File: config.mk
export PLATFORM = sky130hd
export DESIGN_NAME = adc_block_avg
export DESIGN_NICKNAME = d
export VERILOG_FILES = /design/src/rtl/adc_block_avg.sv
export SDC_FILE = /design/constraint.sdc
export NUM_CORES = 1
export LEC_CHECK = 0
export CAP_MARGIN = 5
export CORE_AREA = 2 2 197 199
export DETAILED_ROUTE_END_ITERATION = 12
export DIE_AREA = 0 0 199 201
export PLACE_DENSITY = 0.41
export SLEW_MARGIN = 25
export SYNTH_ARGS = -nofsm -noshare
export SYNTH_HDL_FRONTEND = slang
export SYNTH_SLANG_ARGS = --single-unit
export TNS_END_PERCENT = 5
File: constraint.sdc
create_clock -name clk -period 5.3 [get_ports clk]
set_input_delay 1.325 -clock clk [delete_from_list [all_inputs] [get_ports clk]]
set_output_delay 1.325 -clock clk [all_outputs]
set_load 0.005 [all_outputs]
File: src/rtl/adc_block_avg.sv
// Dual-channel ADC block averager: discards settle samples, sums 2^n pairs, publishes rounded averages.
// Optional `ADC_PEAK_EN adds per-channel peak |sample| outputs captured over the accumulated samples.
module adc_block_avg #(
  parameter int ADC_WIDTH      = 12,
  parameter int LOG2_N_MAX     = 8,
  parameter int SETTLE_SAMPLES = 2
) (
  input  logic                 clk,
  input  logic                 rst_n,
  input  logic                 adc_valid,
  input  logic [ADC_WIDTH-1:0] adc_a,
  input  logic [ADC_WIDTH-1:0] adc_b,
  input  logic                 start,
  input  logic                 abort,
  input  logic [3:0]           log2_n,
  input  logic                 clear_ovr,
  output logic                 busy,
  output logic                 done,
  output logic                 result_valid,
  output logic [ADC_WIDTH-1:0] avg_a,
  output logic [ADC_WIDTH-1:0] avg_b,
  output logic                 overrun
`ifdef ADC_PEAK_EN
  ,
  output logic [ADC_WIDTH-1:0] peak_a,
  output logic [ADC_WIDTH-1:0] peak_b
`endif
);

  localparam int ACC_WIDTH = ADC_WIDTH + LOG2_N_MAX;
  localparam int CNT_W     = LOG2_N_MAX + 1;
  localparam logic [CNT_W-1:0] SETTLE_CNT = CNT_W'(SETTLE_SAMPLES);

  typedef enum logic [1:0] {IDLE, SETTLE, ACCUM, OUTPUT} state_t;

  state_t                      state, state_nx;
  logic [3:0]                  n_lat;
  logic [3:0]                  n_clamp;
  logic [CNT_W-1:0]            cnt;
  logic [CNT_W-1:0]            cnt_inc;
  logic [CNT_W-1:0]            target;
  logic signed [ACC_WIDTH-1:0] acc_a, acc_b;
  logic signed [ACC_WIDTH-1:0] rnd;
  logic                        ovr_set;

  assign n_clamp = (log2_n > 4'(LOG2_N_MAX)) ? 4'(LOG2_N_MAX) : log2_n;
  assign cnt_inc = cnt + 1'b1;
  assign target  = CNT_W'(1) << n_lat;
  assign busy    = (state != IDLE);
  assign ovr_set = adc_valid && (state == OUTPUT);
  // Half an LSB of the result, so the arithmetic shift rounds half toward +inf.
  assign rnd     = (n_lat == 4'd0) ? '0 : (ACC_WIDTH'(1) << (n_lat - 4'd1));

  always_ff @(posedge clk or negedge rst_n) begin
    if (!rst_n) state <= IDLE;
    else        state <= state_nx;
  end

  always_comb begin
    state_nx = state;
    case (state)
      IDLE:   if (start) state_nx = (SETTLE_SAMPLES == 0) ? ACCUM : SETTLE;
      SETTLE: if (abort) state_nx = IDLE;
              else if (adc_valid && cnt_inc == SETTLE_CNT) state_nx = ACCUM;
      ACCUM:  if (abort) state_nx = IDLE;
              else if (adc_valid && cnt_inc == target) state_nx = OUTPUT;
      OUTPUT: state_nx = IDLE;
      default: state_nx = IDLE;
    endcase
  end

`ifdef ADC_PEAK_EN
  logic [ADC_WIDTH-1:0] pk_a, pk_b;
  logic [ADC_WIDTH-1:0] abs_a, abs_b;

  // The most negative code has no positive twin; it saturates to the largest positive code.
  function automatic logic [ADC_WIDTH-1:0] abs_sat(input logic [ADC_WIDTH-1:0] s);
    logic [ADC_WIDTH-1:0] m;
    m = s[ADC_WIDTH-1] ? (~s + 1'b1) : s;
    if (m[ADC_WIDTH-1]) m = {1'b0, {(ADC_WIDTH-1){1'b1}}};
    return m;
  endfunction

  assign abs_a = abs_sat(adc_a);
  assign abs_b = abs_sat(adc_b);

  always_ff @(posedge clk or negedge rst_n) begin
    if (!rst_n) begin
      pk_a   <= '0;
      pk_b   <= '0;
      peak_a <= '0;
      peak_b <= '0;
    end else begin
      case (state)
        IDLE: if (start) begin
          pk_a <= '0;
          pk_b <= '0;
        end
        ACCUM: if (!abort && adc_valid) begin
          if (abs_a > pk_a) pk_a <= abs_a;
          if (abs_b > pk_b) pk_b <= abs_b;
        end
        OUTPUT: if (!abort) begin
          peak_a <= pk_a;
          peak_b <= pk_b;
        end
        default: ;
      endcase
    end
  end
`endif

  always_ff @(posedge clk or negedge rst_n) begin
    if (!rst_n) begin
      n_lat        <= '0;
      cnt          <= '0;
      acc_a        <= '0;
      acc_b        <= '0;
      done         <= 1'b0;
      result_valid <= 1'b0;
      avg_a        <= '0;
      avg_b        <= '0;
      overrun      <= 1'b0;
    end else begin
      done    <= 1'b0;
      overrun <= ovr_set | (overrun & ~clear_ovr);
      case (state)
        IDLE: if (start) begin
          n_lat        <= n_clamp;
          cnt          <= '0;
          acc_a        <= '0;
          acc_b        <= '0;
          result_valid <= 1'b0;
        end
        SETTLE: if (!abort && adc_valid) begin
          cnt <= (cnt_inc == SETTLE_CNT) ? '0 : cnt_inc;
        end
        ACCUM: if (!abort && adc_valid) begin
          acc_a <= acc_a + $signed({{LOG2_N_MAX{adc_a[ADC_WIDTH-1]}}, adc_a});
          acc_b <= acc_b + $signed({{LOG2_N_MAX{adc_b[ADC_WIDTH-1]}}, adc_b});
          cnt   <= cnt_inc;
        end
        OUTPUT: if (!abort) begin
          avg_a        <= ADC_WIDTH'((acc_a + rnd) >>> n_lat);
          avg_b        <= ADC_WIDTH'((acc_b + rnd) >>> n_lat);
          done         <= 1'b1;
          result_valid <= 1'b1;
        end
        default: ;
      endcase
    end
  end

endmodule
Word level (Yosys, flattened, before mapping)

Index checks and enable logic that the tools add are counted.

Equality and inequality tests: 11
Order comparisons: 1
Bitwise gates (word level): 4
Multiplexer cells: 23
Reduce and logical (&&, ||, !) cells: 17
Add/subtract/negate cells: 6
Shift operators: 4

Operators by type and width:

| kind                 | number |
|---|---|
| $mux 20              | 4 |
| $pmux 20 s2          | 2 |
| $add 20x12->20       | 2 |
| $add 20x20->20       | 2 |
| $sshr 20x4->12       | 2 |
| $mux 9               | 4 |
| $pmux 9 s3           | 1 |
| $shl 1x4->20 const A | 1 |
| $mux 2               | 5 |
| $add 9x1->9 const B  | 1 |
| $eq 9x2->1 const B   | 1 |
| $eq 9x9->1           | 1 |
| $reduce_and 3->1     | 3 |
| $shl 1x4->9 const A  | 1 |
| $ne 2x2->1 const B   | 4 |
| $pmux 2 s4           | 1 |
| $ne 3x3->1 const B   | 2 |
| $reduce_bool 2->1    | 3 |
| $eq 2x2->1 const B   | 2 |
| $gt 4x4->1 const B   | 1 |
| $logic_and 1x1->1    | 4 |
| $logic_not 4->1      | 1 |
| $mux 1               | 4 |
| $mux 4               | 1 |
| other kinds (11)     | 13 |

Word-level logic and storage cells: 76
Output and inout bits: 28
Register bits after elaboration: 82
Input bits: 34

Logic depth before layout (Yosys ltp)

Depth in word-level cells: 6
Depth in mapped cells: 19
Gate-level depth less buffers: 14

Worst setup path before layout

Ideal clock, no wire load.

Path kind: reg2reg
From: register n_lat[1]
To: register avg_a[7]
Setup time: 0.141 ns
Path buffers: 5
Arrival: 3.842 ns
Data required time: 5.159 ns
Period minus slack after synthesis: 3.983 ns
Stages on the path, launching flop included: 19
Slack: 1.317 ns
Path through: dfrtp_1 > buf_4 > buf_6 > buf_2 > clkbuf_1 > inv_1 > nand2_1 > nor2_1 > ha_1 > clkbuf_1 > a21o_1 > a21o_1 > a211o_1 > maj3_4 > a311o_1 > a31o_2 > and4_1 > a211oi_1 > o221ai_1

Cells in the longest elaborated chain, start to end: 5
Elaborated cells between the ends (all ways): 6
Classes of those cells: 2 x add/sub; 2 x shift; 1 x mux; 1 x reduce/logical

Ends and longest elaborated chain:

| item                     | RTL line | text |
|---|---|---|
| start: declaration       | 37       | `logic [3:0] n_lat;` |
| start signal: assignment | 129      | `n_lat <= n_clamp;` |
| $sub 4x1->4              | 52       | `assign rnd = (n_lat == 4'd0) ? '0 : (ACC_WIDTH'(1) << (n_lat - 4'd1));` |
| $shl 1x4->20             | 52       |  |
| $mux 20                  | 52       |  |
| $add 20x20->20           | 144      | `avg_a <= ADC_WIDTH'((acc_a + rnd) >>> n_lat);` |
| $sshr 20x4->12 *         | 144      |  |
| end signal: assignment   | 144      |  |
| end: declaration         | 20       | `output logic [ADC_WIDTH-1:0] avg_a,` |

Mark *: on every way between the ends. The rest lies on a longest branch, timed or not.
A chain may end at the register's enable or synchronous reset.

Final worst setup path

From: input port adc_b[0]
To: register acc_b[16]

Cells in the longest elaborated chain, start to end: 3

Ends and longest elaborated chain:

| item                   | RTL line | text |
|---|---|---|
| start: declaration     | 12       | `input logic [ADC_WIDTH-1:0] adc_b,` |
| $add 20x12->20         | 140      | `acc_b <= acc_b + $signed({{LOG2_N_MAX{adc_b[ADC_WIDTH-1]}}, adc_b});` |
| $mux 20                | 138      | `ACCUM: if (!abort && adc_valid) begin` |
| $pmux 20 s2            | 127      | `case (state)` |
| end signal: assignment | 140      |  |
| end: declaration       | 42       | `logic signed [ACC_WIDTH-1:0] acc_a, acc_b;` |

No other way between the ends. The select of a mux whose other input is x is not followed.

==> run metrics <==
via density per instance 5.26; number of synthesized flops with an enable pin 0; global-route wire length before repair roughly 52000 um; worst hold slack after final layout around 480 ps; die height 201 um; element type at the critical path start primary input; Logic pwr share about 62%; RSZ-0062 raised after global routing false; Top Metal Used met4; CTS buffer count 9; proportion of power drawn by the clock network about 15%; vias in the first global route between 8000 and 9000; number of max-cap violations 0; Synth warnings 0; share of cells above drive strength 1 7.78%; cell internal power dissipation 0.00215 W; Sequential Power Share a little under a quarter; # setup viols final 0; placeable core region about 0.038 sq mm; worst ir drop on vdd 0.000148 V; largest net degree at the start of global routing 52; Detailed Route Iter0 Violations ~640; max-slew headroom at the worst pin 46.7%; critical path startpoint adc_b[0]; Final TNS setup 0 ps; Hold Fails Final Rpt 0; DRT Wirelength 32900 um; worst path arrival time 4620 ps; floorplan die area 0.0400 sq mm; required time at the endpoint of the critical path ~5600 ps; critical path type in -> reg; Routed wire per std cell 18.9 um; 1st-pass router iterations 5; flip-flop and latch count after synthesis 82; number of standard cells after synthesis 1188; post-synth cell types between 90 and 100; Met3 Wirelength 1160 um; final layout net count 1316; final worst path period need 4370 ps; number of antenna diodes 0; Post-DP HPWL 25700 um; total number of H-tree levels 3; biggest fanout along the worst timing path 4; R2R Path Start n_lat[3]; Worst-path clk slew 70 ps; remaining number of nets flagged by the antenna check after routing 0; CTS tree done; latest clock arrival within the worst-skew pair 360 ps; Post-Route Skew 9.77 ps; final weighted congestion in routability-driven placement 0.849; ratio of total power to cell area 389 mW/mm^2; Achievable Freq 229 MHz; input/output buffers slightly above 60; DRC violations left 0; Synth-to-Final Area Change 15.4%; flip-flop cell with the highest count after synthesis sky130_fd_sc_hd__dfrtp_1; fraction of power spent switching nets 49.0%; starting utilization of the core area 24.7%; Root Buffer Master sky130_fd_sc_hd__clkbuf_16; final count of pins violating max slew 0; final critical-path share of the clock period slightly above 80%; maximum count of clock buffers along a single path 2; sequential element share of the synthesized area 21.8%; cts repair resizes 0; hold buffers post-CTS 0; total overflow reported by the global router 0; power spent charging and discharging nets 0.00207 W; outcome complete, no violations; routed vias 9143; initial antenna violation count 0; routed length on met2 14100 um; I/O pin count 62; synthesized area 0.00940 sq mm; asr flop ratio synth between 90% and 100%; die extent in x around 200 um; category of the worst setup path capture point register; met1 wire length roughly 17000 um; measured slew at the worst slew-check pin 780 ps; mean instance size in the synthesized netlist 7.91 sq um; postcts setup bufs 0; worst min-delay path category reg -> reg; leakage power figure 4.58 nW; CTS Sinks approximately 80; global-route usage over all layers 16.8%; post-layout total power 0.00422 W; worst hold path startpoint avg_b[1]; Cell Rows 72
-- area by class of cell --
cell class,instances,area [sq um]
Timing Repair Buffer,92,841
Tap cell,518,648
Sequential cell,82,2060
Multi-Input combinational cell,1006,6920
Inverter,25,93.8
Fill cell,4144,27300
Clock inverter,5,35.0
Clock buffer,11,253
-- state kept, by name (all words and copies together), names as in the netlist --
name,cells
overrun,1
state,2
avg_a,12
acc_a,20
cnt,9
acc_b,20
done,1
avg_b,12
result_valid,1
n_lat,4
-- synth_stat cells, drive strengths merged, types with 30 or more instances --
cell type  count  area, sq um
nand2        127          477
nor2          96          360
o21ai         92          464
dfrtp         82         2050
a21oi         74          370
ha            64          801
clkbuf        51          195
xnor2         49          437
nand3         35          175
xor2          34          298
a211oi        32          250
a21o          30          225
-- final timing paths --
check | endpoint | slack, ps | depth (start not counted)
min reg2reg | avg_b[1] | 480 | 2
min | avg_b[1] | 480 | 2
max | acc_b[16] | 930 | 13
max reg2reg | avg_b[8] | 950 | 12
max in group asynchronous | avg_b[2] | 3330 | 2
min in group asynchronous | acc_a[4] | 1010 | 1
-- critical path: stages --
cell and delay, ps:
sky130_fd_sc_hd__clkdlybuf4s50_1 410, sky130_fd_sc_hd__ha_1 240, sky130_fd_sc_hd__fa_1 410, sky130_fd_sc_hd__a21oi_1 140, sky130_fd_sc_hd__o21bai_1 130, sky130_fd_sc_hd__a21oi_1 210
sky130_fd_sc_hd__o21ai_0 210, sky130_fd_sc_hd__a22oi_1 340, sky130_fd_sc_hd__a21oi_1 140, sky130_fd_sc_hd__o21a_1 200, sky130_fd_sc_hd__o31a_1 280, sky130_fd_sc_hd__or3_1 320
sky130_fd_sc_hd__a32o_1 260
-- layer usage --
metal / track usage (%) / vias up
li1: - / 4504
met1: 25.4 / 4422
met2: 25.1 / 191
met3: 1.85 / 26
met4: 4.21 / 0
met5: 0 / -
-- power groups by stage --
stage	combinational, W	sequential, W	clock (W)
2_1_floorplan	0.00177	0.000890	0
6_report	0.00260	0.000985	0.000639
5_1_grt	0.00287	0.00102	0.000685
4_1_cts	0.00260	0.000987	0.000660
3_5_place_dp	0.00258	0.000998	0
3_3_place_gp	0.00259	0.000996	0
-- kinds of logic (layout without fill, tap and decap cells) --
logic type	Yosys count	count (layout)	synth area share (%)
other	1	2	0.0399
buffers and inverters	101	133	4.58
and+or+nand+nor	402	402	21.4
muxes	41	41	5.38
AOI/OAI and AO/OA	411	411	29.9
DFF	82	82	21.8
xor gates and xnor gates	83	83	7.81
adders and majority gates	67	67	9.09
-- cells in the final DEF (no fill, tap or decap), types with 32 or more instances in the layout --
cell and n:
sky130_fd_sc_hd__xnor2_1 48, sky130_fd_sc_hd__nand2_1 127, sky130_fd_sc_hd__dfrtp_1 79, sky130_fd_sc_hd__clkdlybuf4s50_1 60, sky130_fd_sc_hd__xor2_1 34, sky130_fd_sc_hd__nand3_1 35, sky130_fd_sc_hd__ha_1 64, sky130_fd_sc_hd__nor2_1 96
sky130_fd_sc_hd__o21ai_0 85, sky130_fd_sc_hd__buf_4 32, sky130_fd_sc_hd__a21oi_1 74
-- per-stage QoR --
step	util (%)	area, sq um	instances	setup WS (ps)
2_1_floorplan	-	9400	1189	1320
3_3_place_gp	27.7	10600	1723	561
3_5_place_dp	27.7	10600	1723	546
4_1_cts	28.5	10800	1739	923
5_1_grt	28.5	10800	1739	476
6_report	28.5	10800	1739	927
Power figures use the tool's default switching activity.
